File: src/rtl/int_dispatch_if.sv
// Dispatch-to-integer-RS bundle: rename-side group in, CDB snoop, RS-side group out.
// master = dispatch stage, slave = its environment (rename, CDB, RS).
interface int_dispatch_if #(
  parameter int unsigned ID_WIDTH  = 2,
  parameter int unsigned CDB_WIDTH = 2,
  parameter int unsigned PRF_IDX   = 6,
  parameter int unsigned ROB_IDX   = 5,
  parameter int unsigned ARF_IDX   = 5
);
  // Rename side
  logic [ID_WIDTH-1:0]         rn_valid;
  logic                        rn_ready;
  logic [ID_WIDTH*ROB_IDX-1:0] rn_rob_id;
  logic [ID_WIDTH*PRF_IDX-1:0] rn_rs1_phy;
  logic [ID_WIDTH*PRF_IDX-1:0] rn_rs2_phy;
  logic [ID_WIDTH*PRF_IDX-1:0] rn_rd_phy;
  logic [ID_WIDTH-1:0]         rn_rd_en;
  logic [ID_WIDTH*ARF_IDX-1:0] rn_rd_arch;
  logic [ID_WIDTH-1:0]         rn_op1_sel;
  logic [ID_WIDTH-1:0]         rn_op2_sel;
  logic [ID_WIDTH*32-1:0]      rn_imm;
  logic [ID_WIDTH*4-1:0]       rn_fu_opcode;

  // CDB snoop
  logic [CDB_WIDTH-1:0]         cdb_valid;
  logic [CDB_WIDTH*PRF_IDX-1:0] cdb_rd_phy;

  // RS side
  logic [ID_WIDTH-1:0]         ds_valid;
  logic                        ds_ready;
  logic [ID_WIDTH*ROB_IDX-1:0] ds_rob_id;
  logic [ID_WIDTH*PRF_IDX-1:0] ds_rs1_phy;
  logic [ID_WIDTH*PRF_IDX-1:0] ds_rs2_phy;
  logic [ID_WIDTH*PRF_IDX-1:0] ds_rd_phy;
  logic [ID_WIDTH*ARF_IDX-1:0] ds_rd_arch;
  logic [ID_WIDTH-1:0]         ds_op1_sel;
  logic [ID_WIDTH-1:0]         ds_op2_sel;
  logic [ID_WIDTH*32-1:0]      ds_imm;
  logic [ID_WIDTH*4-1:0]       ds_fu_opcode;
  logic [ID_WIDTH-1:0]         ds_rs1_valid;
  logic [ID_WIDTH-1:0]         ds_rs2_valid;

  modport master (
    input  rn_valid, rn_rob_id, rn_rs1_phy, rn_rs2_phy, rn_rd_phy, rn_rd_en, rn_rd_arch,
    input  rn_op1_sel, rn_op2_sel, rn_imm, rn_fu_opcode,
    input  cdb_valid, cdb_rd_phy,
    input  ds_ready,
    output rn_ready,
    output ds_valid, ds_rob_id, ds_rs1_phy, ds_rs2_phy, ds_rd_phy, ds_rd_arch,
    output ds_op1_sel, ds_op2_sel, ds_imm, ds_fu_opcode, ds_rs1_valid, ds_rs2_valid
  );

  modport slave (
    output rn_valid, rn_rob_id, rn_rs1_phy, rn_rs2_phy, rn_rd_phy, rn_rd_en, rn_rd_arch,
    output rn_op1_sel, rn_op2_sel, rn_imm, rn_fu_opcode,
    output cdb_valid, cdb_rd_phy,
    output ds_ready,
    input  rn_ready,
    input  ds_valid, ds_rob_id, ds_rs1_phy, ds_rs2_phy, ds_rd_phy, ds_rd_arch,
    input  ds_op1_sel, ds_op2_sel, ds_imm, ds_fu_opcode, ds_rs1_valid, ds_rs2_valid
  );
endinterface

File: src/rtl/int_dispatch.sv
// Integer dispatch stage: one-group skid register toward the RS plus the physical-register
// busy table that produces per-source ready bits with same-cycle CDB bypass.
module int_dispatch #(
  parameter int unsigned ID_WIDTH  = 2,
  parameter int unsigned CDB_WIDTH = 2,
  parameter int unsigned PRF_DEPTH = 64,
  parameter int unsigned PRF_IDX   = 6,
  parameter int unsigned ROB_IDX   = 5,
  parameter int unsigned ARF_IDX   = 5
) (
  input logic           clk,
  input logic           rst,
  int_dispatch_if.master dif
);

  logic                        stage_valid_q, stage_valid_d;
  logic [ID_WIDTH-1:0]         lane_valid_q;
  logic [ID_WIDTH*ROB_IDX-1:0] rob_id_q;
  logic [ID_WIDTH*PRF_IDX-1:0] rs1_phy_q;
  logic [ID_WIDTH*PRF_IDX-1:0] rs2_phy_q;
  logic [ID_WIDTH*PRF_IDX-1:0] rd_phy_q;
  logic [ID_WIDTH*ARF_IDX-1:0] rd_arch_q;
  logic [ID_WIDTH-1:0]         op1_sel_q;
  logic [ID_WIDTH-1:0]         op2_sel_q;
  logic [ID_WIDTH*32-1:0]      imm_q;
  logic [ID_WIDTH*4-1:0]       fu_opcode_q;
  logic [PRF_DEPTH-1:0]        busy_q, busy_d;

  logic accept;
  logic xfer;

  assign dif.rn_ready = !stage_valid_q || dif.ds_ready;
  assign accept       = dif.rn_ready && (|dif.rn_valid);
  assign xfer         = stage_valid_q && dif.ds_ready;

  always_comb begin
    stage_valid_d = stage_valid_q;
    if (accept) begin
      stage_valid_d = 1'b1;
    end else if (xfer) begin
      stage_valid_d = 1'b0;
    end
  end

  always_ff @(posedge clk) begin
    if (rst) begin
      stage_valid_q <= 1'b0;
      lane_valid_q  <= '0;
    end else begin
      stage_valid_q <= stage_valid_d;
      if (accept) begin
        lane_valid_q <= dif.rn_valid;
      end
    end
  end

  // Payload needs no reset: it is only observed behind ds_valid.
  always_ff @(posedge clk) begin
    if (accept) begin
      rob_id_q    <= dif.rn_rob_id;
      rs1_phy_q   <= dif.rn_rs1_phy;
      rs2_phy_q   <= dif.rn_rs2_phy;
      rd_phy_q    <= dif.rn_rd_phy;
      rd_arch_q   <= dif.rn_rd_arch;
      op1_sel_q   <= dif.rn_op1_sel;
      op2_sel_q   <= dif.rn_op2_sel;
      imm_q       <= dif.rn_imm;
      fu_opcode_q <= dif.rn_fu_opcode;
    end
  end

  // Clears first, then sets, so an accept that allocates a register being broadcast wins.
  always_comb begin
    busy_d = busy_q;
    for (int unsigned k = 0; k < CDB_WIDTH; k++) begin
      if (dif.cdb_valid[k]) begin
        busy_d[dif.cdb_rd_phy[k*PRF_IDX +: PRF_IDX]] = 1'b0;
      end
    end
    if (accept) begin
      for (int unsigned i = 0; i < ID_WIDTH; i++) begin
        if (dif.rn_valid[i] && dif.rn_rd_en[i] &&
            (dif.rn_rd_phy[i*PRF_IDX +: PRF_IDX] != '0)) begin
          busy_d[dif.rn_rd_phy[i*PRF_IDX +: PRF_IDX]] = 1'b1;
        end
      end
    end
    busy_d[0] = 1'b0;
  end

  always_ff @(posedge clk) begin
    if (rst) begin
      busy_q <= '0;
    end else begin
      busy_q <= busy_d;
    end
  end

  function automatic logic src_ready(input logic [PRF_IDX-1:0]           phy,
                                     input logic [PRF_DEPTH-1:0]         busy,
                                     input logic [CDB_WIDTH-1:0]         cdb_v,
                                     input logic [CDB_WIDTH*PRF_IDX-1:0] cdb_p);
    logic rdy;
    rdy = (phy == '0) || !busy[phy];
    for (int unsigned k = 0; k < CDB_WIDTH; k++) begin
      if (cdb_v[k] && (cdb_p[k*PRF_IDX +: PRF_IDX] == phy)) begin
        rdy = 1'b1;
      end
    end
    return rdy;
  endfunction

  always_comb begin
    dif.ds_rs1_valid = '0;
    dif.ds_rs2_valid = '0;
    for (int unsigned i = 0; i < ID_WIDTH; i++) begin
      dif.ds_rs1_valid[i] = src_ready(rs1_phy_q[i*PRF_IDX +: PRF_IDX], busy_q,
                                      dif.cdb_valid, dif.cdb_rd_phy);
      dif.ds_rs2_valid[i] = src_ready(rs2_phy_q[i*PRF_IDX +: PRF_IDX], busy_q,
                                      dif.cdb_valid, dif.cdb_rd_phy);
    end
  end

  assign dif.ds_valid     = stage_valid_q ? lane_valid_q : '0;
  assign dif.ds_rob_id    = rob_id_q;
  assign dif.ds_rs1_phy   = rs1_phy_q;
  assign dif.ds_rs2_phy   = rs2_phy_q;
  assign dif.ds_rd_phy    = rd_phy_q;
  assign dif.ds_rd_arch   = rd_arch_q;
  assign dif.ds_op1_sel   = op1_sel_q;
  assign dif.ds_op2_sel   = op2_sel_q;
  assign dif.ds_imm       = imm_q;
  assign dif.ds_fu_opcode = fu_opcode_q;

endmodule

File: src/flat_wrapper.sv
// flat-port wrapper written by rule: the top's interface ports become plain ports
module int_dispatch_flat 
#(
  parameter int unsigned ID_WIDTH  = 2,
  parameter int unsigned CDB_WIDTH = 2,
  parameter int unsigned PRF_DEPTH = 64,
  parameter int unsigned PRF_IDX   = 6,
  parameter int unsigned ROB_IDX   = 5,
  parameter int unsigned ARF_IDX   = 5
)
  (clk, rst, dif_rn_valid, dif_rn_rob_id, dif_rn_rs1_phy, dif_rn_rs2_phy, dif_rn_rd_phy, dif_rn_rd_en, dif_rn_rd_arch, dif_rn_op1_sel, dif_rn_op2_sel, dif_rn_imm, dif_rn_fu_opcode, dif_cdb_valid, dif_cdb_rd_phy, dif_ds_ready, dif_rn_ready, dif_ds_valid, dif_ds_rob_id, dif_ds_rs1_phy, dif_ds_rs2_phy, dif_ds_rd_phy, dif_ds_rd_arch, dif_ds_op1_sel, dif_ds_op2_sel, dif_ds_imm, dif_ds_fu_opcode, dif_ds_rs1_valid, dif_ds_rs2_valid);
  int_dispatch_if #(.ID_WIDTH(ID_WIDTH), .CDB_WIDTH(CDB_WIDTH), .PRF_IDX(PRF_IDX), .ROB_IDX(ROB_IDX), .ARF_IDX(ARF_IDX)) dif_i ();
  input logic clk;
  input logic rst;
  input wire logic [$bits(dif_i.rn_valid)-1:0] dif_rn_valid;
  input wire logic [$bits(dif_i.rn_rob_id)-1:0] dif_rn_rob_id;
  input wire logic [$bits(dif_i.rn_rs1_phy)-1:0] dif_rn_rs1_phy;
  input wire logic [$bits(dif_i.rn_rs2_phy)-1:0] dif_rn_rs2_phy;
  input wire logic [$bits(dif_i.rn_rd_phy)-1:0] dif_rn_rd_phy;
  input wire logic [$bits(dif_i.rn_rd_en)-1:0] dif_rn_rd_en;
  input wire logic [$bits(dif_i.rn_rd_arch)-1:0] dif_rn_rd_arch;
  input wire logic [$bits(dif_i.rn_op1_sel)-1:0] dif_rn_op1_sel;
  input wire logic [$bits(dif_i.rn_op2_sel)-1:0] dif_rn_op2_sel;
  input wire logic [$bits(dif_i.rn_imm)-1:0] dif_rn_imm;
  input wire logic [$bits(dif_i.rn_fu_opcode)-1:0] dif_rn_fu_opcode;
  input wire logic [$bits(dif_i.cdb_valid)-1:0] dif_cdb_valid;
  input wire logic [$bits(dif_i.cdb_rd_phy)-1:0] dif_cdb_rd_phy;
  input wire logic [$bits(dif_i.ds_ready)-1:0] dif_ds_ready;
  output wire logic [$bits(dif_i.rn_ready)-1:0] dif_rn_ready;
  output wire logic [$bits(dif_i.ds_valid)-1:0] dif_ds_valid;
  output wire logic [$bits(dif_i.ds_rob_id)-1:0] dif_ds_rob_id;
  output wire logic [$bits(dif_i.ds_rs1_phy)-1:0] dif_ds_rs1_phy;
  output wire logic [$bits(dif_i.ds_rs2_phy)-1:0] dif_ds_rs2_phy;
  output wire logic [$bits(dif_i.ds_rd_phy)-1:0] dif_ds_rd_phy;
  output wire logic [$bits(dif_i.ds_rd_arch)-1:0] dif_ds_rd_arch;
  output wire logic [$bits(dif_i.ds_op1_sel)-1:0] dif_ds_op1_sel;
  output wire logic [$bits(dif_i.ds_op2_sel)-1:0] dif_ds_op2_sel;
  output wire logic [$bits(dif_i.ds_imm)-1:0] dif_ds_imm;
  output wire logic [$bits(dif_i.ds_fu_opcode)-1:0] dif_ds_fu_opcode;
  output wire logic [$bits(dif_i.ds_rs1_valid)-1:0] dif_ds_rs1_valid;
  output wire logic [$bits(dif_i.ds_rs2_valid)-1:0] dif_ds_rs2_valid;
  assign dif_i.rn_valid = dif_rn_valid;
  assign dif_i.rn_rob_id = dif_rn_rob_id;
  assign dif_i.rn_rs1_phy = dif_rn_rs1_phy;
  assign dif_i.rn_rs2_phy = dif_rn_rs2_phy;
  assign dif_i.rn_rd_phy = dif_rn_rd_phy;
  assign dif_i.rn_rd_en = dif_rn_rd_en;
  assign dif_i.rn_rd_arch = dif_rn_rd_arch;
  assign dif_i.rn_op1_sel = dif_rn_op1_sel;
  assign dif_i.rn_op2_sel = dif_rn_op2_sel;
  assign dif_i.rn_imm = dif_rn_imm;
  assign dif_i.rn_fu_opcode = dif_rn_fu_opcode;
  assign dif_i.cdb_valid = dif_cdb_valid;
  assign dif_i.cdb_rd_phy = dif_cdb_rd_phy;
  assign dif_i.ds_ready = dif_ds_ready;
  assign dif_rn_ready = dif_i.rn_ready;
  assign dif_ds_valid = dif_i.ds_valid;
  assign dif_ds_rob_id = dif_i.ds_rob_id;
  assign dif_ds_rs1_phy = dif_i.ds_rs1_phy;
  assign dif_ds_rs2_phy = dif_i.ds_rs2_phy;
  assign dif_ds_rd_phy = dif_i.ds_rd_phy;
  assign dif_ds_rd_arch = dif_i.ds_rd_arch;
  assign dif_ds_op1_sel = dif_i.ds_op1_sel;
  assign dif_ds_op2_sel = dif_i.ds_op2_sel;
  assign dif_ds_imm = dif_i.ds_imm;
  assign dif_ds_fu_opcode = dif_i.ds_fu_opcode;
  assign dif_ds_rs1_valid = dif_i.ds_rs1_valid;
  assign dif_ds_rs2_valid = dif_i.ds_rs2_valid;
  int_dispatch #(.ID_WIDTH(ID_WIDTH), .CDB_WIDTH(CDB_WIDTH), .PRF_DEPTH(PRF_DEPTH), .PRF_IDX(PRF_IDX), .ROB_IDX(ROB_IDX), .ARF_IDX(ARF_IDX)) u_core (.clk(clk), .rst(rst), .dif(dif_i));
endmodule
File: config.mk
export PLATFORM = sky130hd
export DESIGN_NAME = int_dispatch_flat
export DESIGN_NICKNAME = d
export VERILOG_FILES = /design/src/rtl/int_dispatch_if.sv /design/src/rtl/int_dispatch.sv /design/src/flat_wrapper.sv
export SDC_FILE = /design/constraint.sdc
export NUM_CORES = 1
export LEC_CHECK = 0
export ABC_CLOCK_PERIOD_IN_PS = 5100
export BUFFER_PORTS_ARGS = -buffer_cell sky130_fd_sc_hd__buf_2
export CAP_MARGIN = 20
export CORE_ASPECT_RATIO = 0.8
export CORE_MARGIN = 4
export CORE_UTILIZATION = 49
export CTS_BUF_LIST = sky130_fd_sc_hd__clkbuf_8
export DETAILED_ROUTE_END_ITERATION = 12
export GPL_TIMING_DRIVEN = 1
export PLACE_DENSITY = 0.77
export SETUP_SLACK_MARGIN = 0.4
export SLEW_MARGIN = 15
export SYNTH_ARGS = -nofsm -noshare
export SYNTH_HDL_FRONTEND = slang
export SYNTH_SLANG_ARGS = --single-unit
File: constraint.sdc
create_clock -name clk -period 5.1 [get_ports clk]
set_clock_uncertainty 0.05 [all_clocks]
set_input_delay 0.51 -clock clk [delete_from_list [all_inputs] [get_ports clk]]
set_output_delay 0.51 -clock clk [all_outputs]
set_load 0.01 [all_outputs]
==> results.md <==
* Status: completed
* Final setup TNS at 0 ps
* Critical path depth at 7
* Max Slew Vio Count at 0
* Worst Path Buf+Inv at 2
* Final GP Congestion at 0.996
* Cell count of the worst reg-to-reg path at 6
* Design Area, Final at 12500 um2
* Antenna Nets Post-Route at 0
* Final Hold Vio Count at 0
* CP Max Fanout at 16
* Critical path startpoint category: flop
* Fillers at 1704
* Clock Latency Late Sink at 490 ps
* Largest net degree at the start of global routing at 79
* Post-synth top area cell: edfxtp_1
* Bufs on Longest Clock Path at 2
* I/O Buffers at 291
* Clock sink count at 198
* Post-CTS Hold Buffers at 0
* H-tree depth at 4
* PD cells at 284 nW/um2
* Avg Inst Size Synth at 12.3 um2
* Worst Setup End Kind: output pin
* HPWL Detailed at 26900 um
* Routed wire per std cell at 27.2 um
* Comb pwr share at 0.144
* Cell variety after synth at 53
* RSZ-0062 raised after global routing: false
* DRC violations left at 0
* Share of layout cells above drive strength 1 at 0.366
* Starting Density at 0.503
* Part of the Yosys area used for sequential elements at 0.503
* Cell family with most CP delay: flip-flops
* Core area at 20900 um2
* Worst Path Required at 4540 ps
* Achievable Freq at 0.278 GHz
* Cts repair resizes at 0
* # diodes at 0
* Final setup fails at 0
* Die Width at 172 um
* Clk pwr share at 0.320
* Ranking of synthesized cells by area: edfxtp_1 (38%), dfxtp_1 (13%), mux4_2 (12%)
* Slowest stage delay, CP at 910 ps
* Hold_ws at 116 ps
* Synth Register Bits at 198
* Cell row count at 47
* Clk pin slew, worst setup/hold paths at 140 ps
* Drt initial violations at 1654
* CTS root buf: clkbuf_8
* IR drop worst, VDD at 0.000176 V
* Worst-Margin Slew at 1180 ps
* Synthesized area at 10500 um2
* Num CTS Buffers at 17
* Storage cell area at 5290 um2
* Critical-path top delay cell: edfxtp_1
* Synth Flop Type: edfxtp_1
* Synth warn at 0
* Leakage at 4.55 nW
* Die footprint at 23900 um2
* Min Tclk post-route at 3600 ps
* CTS tree: yes
* Die Y-Extent at 139 um
* 1st-pass router iterations at 8
* Via density at 6.94
* Switch Pwr at 1.12 mW
* First-pass GRT wire length at 55400 um
* P&R area growth vs syn at 18.9%
* Sw Share at 0.316
* Total Wirelength at 37500 um
* CP arrival at 3040 ps
* Share of the clock period used by the worst path at 0.705
* GRT Total Usage at 0.306
* Syn nets at 1005
* Post-synthesis instance total at 852
* Global route overflow at 0
* Hold depth at 1
* Via count of the first global-routing pass at 9098
* Initial antenna violation count at 0
* Async set-or-reset flop fraction in the synthesized netlist at 0
* Max Cap Viol at 0
* Worst hold path class: in -> reg
* Max_slew headroom at 0.204
* Power, Total at 3.54 mW
* Fin cells at 1378
* Post-layout nets at 1249
* Area after DPL at 12000 um2
* Post-synth EDFFs at 132
* Flop pwr share at 0.537
* Ports at 292
* DP Cell Count at 1344
* Area of the multi-input gates at 4870 um2
* WS Path Type: reg -> out
* Postcts setup bufs at 0
* Synth top area share at 0.377
* CP cell instances: buf_4 -> mux4_2 -> mux2i_1 -> nand3_1 -> and4b_1 -> o21ai_1 -> buf_2
* Cell internal pwr at 2.42 mW
* Via count at 9562
power groups by stage:
| stage | sequential, mW | clock, mW | combinational, mW |
|---|---|---|---|
| 2_1_floorplan | 1.93 | 0 | 0.274 |
| 3_3_place_gp | 1.94 | 0 | 0.483 |
| 3_5_place_dp | 1.94 | 0 | 0.492 |
| 4_1_cts | 1.90 | 1.15 | 0.494 |
| 5_1_grt | 1.91 | 1.23 | 0.542 |
| 6_report | 1.90 | 1.13 | 0.509 |
cell usage after synthesis (all sizes together) (16+ instances only):
cell and n:
a22oi 98, a32o 24, buf 35, clkbuf 39
dfxtp 66, edfxtp 132, mux4 58, nand2 30
nand3 16, nor2 70, o22ai 63, xnor2 24
xor2 24
area by class of cell:
| class | instances | area share |
|---|---|---|
| flip-flops and latches | 198 | 0.423 |
| clock buffers | 17 | 0.0187 |
| well taps | 269 | 0.0270 |
| multi-input cells | 578 | 0.390 |
| repair buffers | 299 | 0.123 |
| inverters | 2 | 0.000601 |
| clock inverters | 15 | 0.0175 |
worst reg2reg max path, stage by stage (launching register included):
cell and delay [ps]:
dfxtp_1 340, nand2b_1 180, o21a_4 560, buf_12 310, buf_4 590, a22oi_1 240
nor2_1 120
path summary, 6_finish.rpt:
| path | to | slack (ps) | startpoint |
|---|---|---|---|
| max | dif_ds_rs1_valid[0] | 1500 | u_core.dif.ds_rs1_phy[0]$_DFFE_PP_ |
| min | u_core.dif.ds_fu_opcode[7]$_DFFE_PP_ | 120 | dif_rn_fu_opcode[7] |
| max reg2reg | u_core.busy_q[51]$_SDFF_PP0_ | 2650 | u_core.stage_valid_q$_SDFFE_PP0P_ |
| min reg2reg | u_core.lane_valid_q[1]$_SDFFE_PP0P_ | 430 | u_core.lane_valid_q[1]$_SDFFE_PP0P_ |
placed cells by master, fill, tap and decap left out, drive strengths merged, types with 16 or more instances in the layout:
master and count:
a22oi 98, xnor2 24, a32o 24, o22ai 63, xor2 24, nor2 70
nand3 16, nand2 30, clkbuf 17, mux4 58, dfxtp 66, buf 299
edfxtp 132
flip-flops by register name (all words and copies together) (netlist names):
register and flops:
u_core.dif.ds_imm 64, u_core.busy_q 63, u_core.dif.ds_rd_phy 12, u_core.dif.ds_rs1_phy 12
u_core.dif.ds_rs2_phy 12, u_core.dif.ds_rd_arch 10, u_core.dif.ds_rob_id 10, u_core.dif.ds_fu_opcode 8
u_core.dif.ds_op1_sel 2, u_core.dif.ds_op2_sel 2, u_core.lane_valid_q 2, u_core.stage_valid_q 1
logic make-up (layout without fill, tap and decap cells):
kind of cell	count (synthesis)	in the layout	share of synthesized area
flops	198	198	0.503
compound gates	224	224	0.159
mux	83	83	0.150
simple gates	223	223	0.114
xor+xnor	48	48	0.0400
buf+inv	76	333	0.0342
metal layers:
metal / global-route usage / part of all wire
met1: 0.417 / 0.37
met2: 0.458 / 0.45
met3: 0.108 / 0.14
met4: 0.102 / 0.046
met5: 0.0104 / 0
stage by stage:
| step | utilization | setup slack [ps] |
|---|---|---|
| floorplan | - | 1820 |
| global placement | 0.575 | 1870 |
| detailed placement | 0.575 | 1820 |
| CTS | 0.596 | 1260 |
| global route | 0.598 | 1250 |
| finish | 0.598 | 1500 |
(Power assumes the default switching activity.)
